**src/rtl/mer_meas_ctrl.sv**
```systemverilog
// Purpose: MER measurement sequencer. It arms on a host start, then accumulates
//          NUM_CYCLES LFSR periods and captures the accumulator results.
// Latency: all status and control outputs are registered. They change one clk
//          edge after the clk_en-qualified cycle that causes the change.
// Backpressure: none. The block advances only on clk_en, and every output holds
//               while clk_en=0.
//
// Optional feature: define MER_MEAS_TIMEOUT_EN to build the ARM/ACCUM watchdog.
// When it is undefined, timeout is tied low and ARM/ACCUM wait indefinitely.
//
// Ports:
//   clk, reset (async, active-high), clk_en (symbol-rate enable)
//   start, abort          host request and abort, both level-sensitive
//   cycle_in              LFSR period-boundary strobe
//   *_in  (18b signed)    accumulator and reference values, sampled in CAPTURE
//   acc_hold, acc_clear   accumulator control
//   busy, done            status
//   *_out (18b signed)    captured results, held until the next CAPTURE
//   meas_count (16b)      number of completed measurements, wraps
//   timeout               sticky watchdog flag
module mer_meas_ctrl #(
  parameter int NUM_CYCLES  = 4,
  parameter int TIMEOUT_LEN = 1048576
) (
  input  logic               clk,
  input  logic               reset,
  input  logic               clk_en,
  input  logic               start,
  input  logic               abort,
  input  logic               cycle_in,
  input  logic signed [17:0] dc_err_in,
  input  logic signed [17:0] sq_err_in,
  input  logic signed [17:0] ref_level_in,
  input  logic signed [17:0] avg_power_in,
  output logic               acc_hold,
  output logic               acc_clear,
  output logic               busy,
  output logic               done,
  output logic signed [17:0] dc_err_out,
  output logic signed [17:0] sq_err_out,
  output logic signed [17:0] ref_level_out,
  output logic signed [17:0] avg_power_out,
  output logic [15:0]        meas_count,
  output logic               timeout
);

  // Elaboration-time parameter range checks
  if (NUM_CYCLES < 1 || NUM_CYCLES > 255) begin : g_bad_num_cycles
    $error("mer_meas_ctrl: NUM_CYCLES must be in 1..255");
  end
  if (TIMEOUT_LEN < 1) begin : g_bad_timeout_len
    $error("mer_meas_ctrl: TIMEOUT_LEN must be at least 1");
  end

  localparam logic [7:0] NUM_CYCLES_L = NUM_CYCLES[7:0];

  typedef enum logic [2:0] {
    IDLE    = 3'd0,
    ARM     = 3'd1,
    ACCUM   = 3'd2,
    CAPTURE = 3'd3,
    DONE    = 3'd4
  } state_t;

  state_t     state, state_nxt;
  logic [7:0] pcnt, pcnt_nxt;
  logic [7:0] pcnt_inc;
  logic       hold_nxt, clr_nxt, busy_nxt, done_nxt;
  logic       cap;

`ifdef MER_MEAS_TIMEOUT_EN
  localparam int TW = $clog2(TIMEOUT_LEN + 1);
  localparam logic [TW-1:0] T_LAST = TW'(TIMEOUT_LEN - 1);
  logic [TW-1:0] tcnt, tcnt_nxt;
  logic          tmo_nxt;
`endif

  assign pcnt_inc = pcnt + 8'd1;

  always_comb begin
    state_nxt = state;
    pcnt_nxt  = pcnt;
    hold_nxt  = acc_hold;
    clr_nxt   = 1'b0;           // acc_clear lasts only for the first ACCUM cycle
    busy_nxt  = busy;
    done_nxt  = done;
    cap       = 1'b0;
`ifdef MER_MEAS_TIMEOUT_EN
    tcnt_nxt  = tcnt;
    tmo_nxt   = timeout;
`endif

    case (state)
      IDLE: begin
        // cycle_in is not examined here. A strobe that coincides with start
        // therefore cannot also trigger the ARM exit.
        if (start) begin
          state_nxt = ARM;
          busy_nxt  = 1'b1;
          hold_nxt  = 1'b1;
`ifdef MER_MEAS_TIMEOUT_EN
          tcnt_nxt  = '0;
          tmo_nxt   = 1'b0;
`endif
        end
      end
      ARM: begin
        if (cycle_in) begin
          state_nxt = ACCUM;
          clr_nxt   = 1'b1;
          hold_nxt  = 1'b0;
          pcnt_nxt  = 8'd0;
        end
      end
      ACCUM: begin
        if (cycle_in) begin
          pcnt_nxt = pcnt_inc;
          if (pcnt_inc == NUM_CYCLES_L) begin
            state_nxt = CAPTURE;
            hold_nxt  = 1'b1;
          end
        end
      end
      CAPTURE: begin
        cap       = 1'b1;
        state_nxt = DONE;
        done_nxt  = 1'b1;
        busy_nxt  = 1'b0;
      end
      DONE: begin
        if (!start) begin
          state_nxt = IDLE;
          done_nxt  = 1'b0;
        end
      end
      default: begin
        state_nxt = IDLE;
        busy_nxt  = 1'b0;
        done_nxt  = 1'b0;
        hold_nxt  = 1'b1;
      end
    endcase

`ifdef MER_MEAS_TIMEOUT_EN
    // The watchdog spans both ARM and ACCUM. It is cleared only when a start
    // is accepted.
    if (state == ARM || state == ACCUM) begin
      if (tcnt == T_LAST) begin
        state_nxt = IDLE;
        tmo_nxt   = 1'b1;
        busy_nxt  = 1'b0;
        hold_nxt  = 1'b1;
        clr_nxt   = 1'b0;
      end else begin
        tcnt_nxt = tcnt + 1'b1;
      end
    end
`endif

    // Abort overrides everything, including a pending capture
    if (abort) begin
      state_nxt = IDLE;
      busy_nxt  = 1'b0;
      done_nxt  = 1'b0;
      hold_nxt  = 1'b1;
      clr_nxt   = 1'b0;
      cap       = 1'b0;
    end
  end

  always_ff @(posedge clk or posedge reset) begin
    if (reset) begin
      state         <= IDLE;
      pcnt          <= 8'd0;
      acc_hold      <= 1'b1;
      acc_clear     <= 1'b0;
      busy          <= 1'b0;
      done          <= 1'b0;
      dc_err_out    <= '0;
      sq_err_out    <= '0;
      ref_level_out <= '0;
      avg_power_out <= '0;
      meas_count    <= 16'd0;
    end else if (clk_en) begin
      state     <= state_nxt;
      pcnt      <= pcnt_nxt;
      acc_hold  <= hold_nxt;
      acc_clear <= clr_nxt;
      busy      <= busy_nxt;
      done      <= done_nxt;
      if (cap) begin
        dc_err_out    <= dc_err_in;
        sq_err_out    <= sq_err_in;
        ref_level_out <= ref_level_in;
        avg_power_out <= avg_power_in;
        meas_count    <= meas_count + 16'd1;
      end
    end
  end

`ifdef MER_MEAS_TIMEOUT_EN
  always_ff @(posedge clk or posedge reset) begin
    if (reset) begin
      tcnt    <= '0;
      timeout <= 1'b0;
    end else if (clk_en) begin
      tcnt    <= tcnt_nxt;
      timeout <= tmo_nxt;
    end
  end
`else
  assign timeout = 1'b0;
`endif

endmodule

```
**config.mk**
```make
export PLATFORM = sky130hd
export DESIGN_NAME = mer_meas_ctrl
export DESIGN_NICKNAME = d
export VERILOG_FILES = /design/src/rtl/mer_meas_ctrl.sv
export SDC_FILE = /design/constraint.sdc
export NUM_CORES = 1
export LEC_CHECK = 0
export ABC_AREA = 1
export CORE_MARGIN = 10
export CORE_UTILIZATION = 44
export DETAILED_ROUTE_END_ITERATION = 6
export HOLD_SLACK_MARGIN = 0.08
export PLACE_DENSITY = 0.85
export SLEW_MARGIN = 20
export SYNTH_ARGS = -nofsm -noshare
export SYNTH_HDL_FRONTEND = slang
export SYNTH_SLANG_ARGS = --single-unit
```
**constraint.sdc**
```tcl
create_clock -name clk -period 4.1 [get_ports clk]
set_input_delay 0.82 -clock clk [delete_from_list [all_inputs] [get_ports clk]]
set_output_delay 0.82 -clock clk [all_outputs]
set_load 0.005 [all_outputs]
```
==> metrics, run 1 <==
commonest non-fill, non-tap cell in the layout nand2_1; cells after synthesis 526; Core Region 0.00977 mm2; deepest clock path buffer count 2; Worst Hold Launch acc_hold$_DFFE_PP1P_; Final period util 68.3%; largest stage delay on the critical path 0.64 ns; Place WS 0.923 ns; P_leak 3.24 nW; largest net degree at the start of global routing 94; Final Max Slew Viols 0; ant diodes 0; Area growth syn-to-layout 45.9%; Peak VDD IR 276 uV; status finished, final reports clean; ANT nets after route 0; Die Width 120 um; Via Count 3946; RSZ-0062 raised after global routing no; critical path required time 4.39 ns; r2r worst-path depth 6; port bufs 169; Crit. End Element flop; Worst Path Buf+Inv 3; Synth area leaders dfrtp_1 58%, nand2_1 23%, inv_1 2.9%; via density per instance 4.75; drt drc 0; Mapped Avg Cell Area 8.40 um2; syn_nets 607; commonest non-fill, non-tap cells in the layout 275 x nand2_1, 169 x clkdlybuf4s50_1, 102 x dfrtp_1, 32 x inv_1, 21 x nand3_1; pwr dens 507 mW/mm2; CTS Hold Buffers Added 0; Yosys reg bits 103; worst path cell trace clkdlybuf4s50_1 -> nor2_2 -> nand3_4 -> inv_2 -> buf_12 -> nand2_1 -> nand2_1; Crit Reg-Reg Endpoint avg_power_out[12]$_DFFE_PP0P_; die area 0.0144 mm2; total power 3.27 mW; worst hold path cell count 2; GP Congestion 0.921; total of max-cap violations 0; Rel. slew slack 46.0%; PnR worst setup slack 1.30 ns; leading area contributor after synthesis dfrtp_1; Worst path top cell family by delay buffers and inverters; worst endpoint data arrival time 3.09 ns; first-pass GRT wire length 20.7 mm; Setup Skew 0.0110 ns; die height 120 um; clock root buffer clkbuf_8; Post-Route WL 12.6 mm; CP Class in -> reg; Netlist cell types 27; IO Count 171; clock sinks 103; initial DRC count 276; post-CTS setup buffers 0; Synth warnings 0; GRT overflow 0; row cnt 36; slowest CP cell inv_2; Fmax 0.357 GHz; Nets 773; worst-margin pin slew 0.810 ns; Final Hold Fails 0; layout cells sized above 1 4.73%; H-tree Lvls 3; CP max FO 44; worst hold-check path type reg -> reg; Avg WL per Cell 15.2 um; Worst-path clk slew 0.10 ns; TritonCTS clock tree done; vias in the first global route 4105; synthesized area 0.00442 mm2; Starting Density 45.2%; reg2reg start state[2]$_DFFE_PP0P_; Yosys top cell area share 57.8%; initial antenna violation count 0; DRT Pass-1 Iters 4; Num CTS Buffers 9; most frequent cell on the critical path nand2_1; min cycle time layout 2.80 ns; worst reg-to-reg setup slack 1.78 ns; hpwl dp 9.45 mm; hold path endpoint acc_hold$_DFFE_PP1P_; Resized cells post-CTS 0; Total Negative Setup Slacks 0 ns; post-synthesis sequential area ratio 58.4%; crit start category input port; hold slack 0.467 ns; global-route usage over all layers 17.5%; Finish-stage setup viols 0; clk_lat worst skew 0.36 ns
## power breakdown
| part | switching [mW] | leakage (nW) | total [mW] | internal (mW) |
|---|---|---|---|---|
| Clock | 0.350 | 0.103 | 0.652 | 0.302 |
| Sequential | 0.190 | 1.37 | 1.50 | 1.31 |
| Combinational | 0.472 | 1.76 | 1.12 | 0.649 |
## worst register-to-register path, stage by stage, from the launching register on
cell and delay, ns:
dfrtp_1 0.46, nor2_2 0.24, nand3_4 0.47, inv_2 0.65, buf_12 0.28, nand2_1 0.10
nand2_1 0.06
## per-stage QoR
step | cells | instance area (um2) | utilization (%)
floorplan | 526 | 4420 | -
global placement | 814 | 6240 | 63.8
detailed placement | 814 | 6240 | 63.8
CTS | 830 | 6450 | 65.9
global route | 830 | 6450 | 65.9
finish | 830 | 6450 | 65.9
## worst max path at each step
stage / cells past startpoint / end / slack, ns / start
6_report: 7 / avg_power_out[12]$_DFFE_PP0P_ / 1.30 / abort
5_1_grt: 7 / avg_power_out[4]$_DFFE_PP0P_ / 1.07 / abort
4_1_cts: 7 / avg_power_out[12]$_DFFE_PP0P_ / 1.29 / abort
3_5_place_dp: 7 / avg_power_out[12]$_DFFE_PP0P_ / 0.92 / abort
3_3_place_gp: 7 / avg_power_out[11]$_DFFE_PP0P_ / 1.01 / abort
2_1_floorplan: 1 / acc_clear$_DFFE_PP0P_ / 0.58 / reset
## cell families (layout without fill, tap and decap cells)
| family | count (synthesis) | count (layout) | synth area share [%] |
|---|---|---|---|
| simple gates | 338 | 338 | 31.3 |
| flops | 103 | 103 | 58.4 |
| buf+inv | 52 | 223 | 4.76 |
| compound gates | 15 | 15 | 1.87 |
| xor+xnor | 14 | 14 | 2.78 |
| fa+ha+maj | 3 | 3 | 0.850 |
| other cells | 1 | 1 | 0.0849 |
## cells in the mapped netlist (all sizes together)
cell / instances
buf: 12
clkbuf: 6
conb: 1
dfrtp: 102
dfstp: 1
ha: 3
inv: 34
nand2: 278
nand3: 23
nand3b: 1
nand4: 9
nor2: 24
nor3: 2
nor3b: 1
o21ai: 12
o21bai: 1
o31ai: 2
xnor2: 3
xor2: 11
## registers in the layout (all words and copies together) (netlist names)
register / flops
acc_clear: 1
acc_hold: 1
avg_power_out: 18
busy: 1
dc_err_out: 18
done: 1
meas_count: 16
pcnt: 8
ref_level_out: 18
sq_err_out: 18
state: 3
## area by class of cell
type	count	area, um2
fillers	802	3330
flip-flops and latches	103	2580
repair buffers	173	1730
multi-input cells	371	1630
well taps	133	166
clock buffers	10	138
inverters	34	133
clock inverters	6	68.8
## metal layers
metal	routed length [um]	up-vias	GRT usage (%)
li1	-	1938	-
met1	5000	1881	19.9
met2	6620	110	31.1
met3	830	17	5.21
met4	182	0	5.05
met5	0	-	0
Power figures use the tool's default switching activity.
==> run 2, diff against run 1 <==
--- a/config.mk
+++ b/config.mk
@@ -7,10 +7,10 @@
 export LEC_CHECK = 0
 export ABC_AREA = 1
 export CORE_MARGIN = 10
-export CORE_UTILIZATION = 44
+export CORE_UTILIZATION = 40
 export DETAILED_ROUTE_END_ITERATION = 6
 export HOLD_SLACK_MARGIN = 0.08
-export PLACE_DENSITY = 0.85
+export PLACE_DENSITY = 0.82
 export SLEW_MARGIN = 20
 export SYNTH_ARGS = -nofsm -noshare
 export SYNTH_HDL_FRONTEND = slang
==> constraint.sdc (replaced) <==
create_clock -name clk -period 2.36 [get_ports clk]
set_input_delay 0.472 -clock clk [delete_from_list [all_inputs] [get_ports clk]]
set_output_delay 0.472 -clock clk [all_outputs]
set_load 0.005 [all_outputs]
==> metrics, run 2 (same netlist as run 1, synthesis figures left out) <==
Core Region 0.0108 mm2 (was 0.00977 mm2); Fmax 0.530 GHz; Die Width 125 um (was 120 um); total of max-cap violations 0 (unchanged); Via Count 3958 (was 3946); Nets 777 (was 773); worst hold-check path type reg -> reg (unchanged); Peak VDD IR 444 uV (was 276 uV); layout cells sized above 1 4.99% (was 4.73%); Post-Route WL 12.5 mm (was 12.6 mm); Reg area 0.00258 mm2 (unchanged); clock sinks 103 (unchanged); die area 0.0156 mm2 (was 0.0144 mm2); DRT Pass-1 Iters 4 (unchanged); Finish-stage setup viols 0 (unchanged); initial antenna violation count 0 (unchanged); Final period util 79.9%; Area growth syn-to-layout 48.3% (was 45.9%); Avg WL per Cell 14.9 um (was 15.2 um); GP Congestion 0.896 (was 0.921); vias in the first global route 3939 (was 4105); RSZ-0062 raised after global routing no (unchanged); via density per instance 4.71 (was 4.75); fin util 60.4% (was 65.9%); commonest non-fill, non-tap cell in the layout nand2_1 (unchanged); min cycle time layout 1.89 ns; CTS Hold Buffers Added 0 (unchanged); Final Hold Fails 0 (unchanged); worst-margin pin slew 0.682 ns (was 0.810 ns); GRT overflow 0 (unchanged); drt drc 0 (unchanged); multi-input logic area 0.00163 mm2 (unchanged); worst path cell trace clkdlybuf4s50_1 (was clkdlybuf4s50_1 -> nor2_2 -> nand3_4 -> inv_2 -> buf_12 -> nand2_1 -> nand2_1); Worst Path Buf+Inv 1 (was 3); first-pass GRT wire length 20.3 mm (was 20.7 mm); Total Negative Setup Slacks 0 ns (unchanged); row cnt 38 (was 36); Setup Skew 0.00750 ns (was 0.0110 ns); Worst path top cell family by delay buffers and inverters (unchanged); Crit. End Element output pin (was flop); clk_lat worst skew 0.36 ns (about the same); hpwl dp 9.67 mm (was 9.45 mm); worst endpoint data arrival time 1.41 ns (was 3.09 ns); worst reg-to-reg setup slack 0.58 ns (was 1.78 ns); slowest CP cell clkdlybuf4s50_1 (was inv_2); commonest non-fill, non-tap cells in the layout 275 x nand2_1, 169 x clkdlybuf4s50_1, 102 x dfrtp_1, 32 x inv_1, 21 x nand3_1 (unchanged); critical path required time 1.89 ns (was 4.39 ns); ANT nets after route 0 (unchanged); H-tree Lvls 3 (unchanged); post-CTS setup buffers 0 (unchanged); largest net degree at the start of global routing 41 (was 94); die height 125 um (was 120 um); Final Max Slew Viols 0 (unchanged); TritonCTS clock tree done (unchanged); Worst-path clk slew 0.09 ns (was 0.10 ns); CP max FO 7 (was 44); initial DRC count 248 (was 276); port bufs 169 (unchanged); Starting Density 40.7% (was 45.2%); Num CTS Buffers 9 (unchanged); Rel. slew slack 54.5% (was 46.0%); status finished, final reports clean (unchanged); global-route usage over all layers 15.5% (was 17.5%); largest stage delay on the critical path 0.56 ns (was 0.64 ns); IO Count 171 (unchanged); pwr dens 885 mW/mm2 (was 507 mW/mm2); deepest clock path buffer count 2 (unchanged); ant diodes 0 (unchanged); Resized cells post-CTS 0 (unchanged); CP Class reg -> out (was in -> reg); clock root buffer clkbuf_8 (unchanged); P_leak 3.28 nW (was 3.24 nW); crit start category flop (was input port); # fillers 908 (was 802)
run 2: cell count changes in the layout (fill, tap and decap cells not counted):
cell,previous run,this run
buf_12,1,5
clkbuf_1,0,2
clkinv_4,2,0
inv_6,2,0
bufinv_16,1,2
clkbuf_8,10,11
run 2: per-stage QoR:
stage                     power, mW  setup WS [ns]  hold WS, ns  cells  instance area [um2]
after floorplan                3.31          0.657        0.451    526                 4420
after global placement         4.53          0.286        0.449    825                 6330
after detailed placement       4.62          0.220        0.453    825                 6330
after CTS                      5.87          0.458        0.467    841                 6550
after global routing           6.18          0.395        0.475    841                 6550
final                          5.80          0.474        0.465    841                 6550
run 2: layout make-up:
cell class | count | area share (%)
Clock buffer | 13 | 2.43
Clock inverter | 3 | 0.993
Inverter | 34 | 2.01
Multi-Input combinational cell | 371 | 24.8
Sequential cell | 103 | 39.4
Tap cell | 140 | 2.67
Timing Repair Buffer | 177 | 27.7
run 2: report_power, final:
| group | internal [mW] | switching [mW] |
|---|---|---|
| combinational | 1.14 | 0.820 |
| sequential | 2.27 | 0.333 |
| clock | 0.656 | 0.574 |
run 2: routing by layer:
metal	share of wire, %	routed length, um	GRT usage (%)
met3	7.5	937	6.00
met1	41	5090	17.7
met4	1.4	170	4.07
met2	50	6300	26.6
met5	0	0	0
run 2: final timing paths:
check                                      startpoint                            to  cells past startpoint
max                        meas_count[10]$_DFFE_PP0P_                meas_count[10]                      1
min                              acc_hold$_DFFE_PP1P_          acc_hold$_DFFE_PP1P_                      2
max reg2reg                       pcnt[0]$_DFFE_PP0P_          state[2]$_DFFE_PP0P_                     11
min reg2reg                      acc_hold$_DFFE_PP1P_          acc_hold$_DFFE_PP1P_                      2
max in group asynchronous                       reset          acc_hold$_DFFE_PP1P_                      3
min in group asynchronous                       reset  ref_level_out[1]$_DFFE_PP0P_                      2
run 2: worst reg2reg max path: stages, from the launching register on:
cell	delay, ns
dfrtp_1	0.44
ha_1	0.26
nand2_1	0.10
inv_1	0.07
nor2_1	0.13
nand3_1	0.09
nor2_1	0.10
nand3_1	0.12
nand2_2	0.12
nand3_1	0.12
nand2_1	0.09
nand2_1	0.05
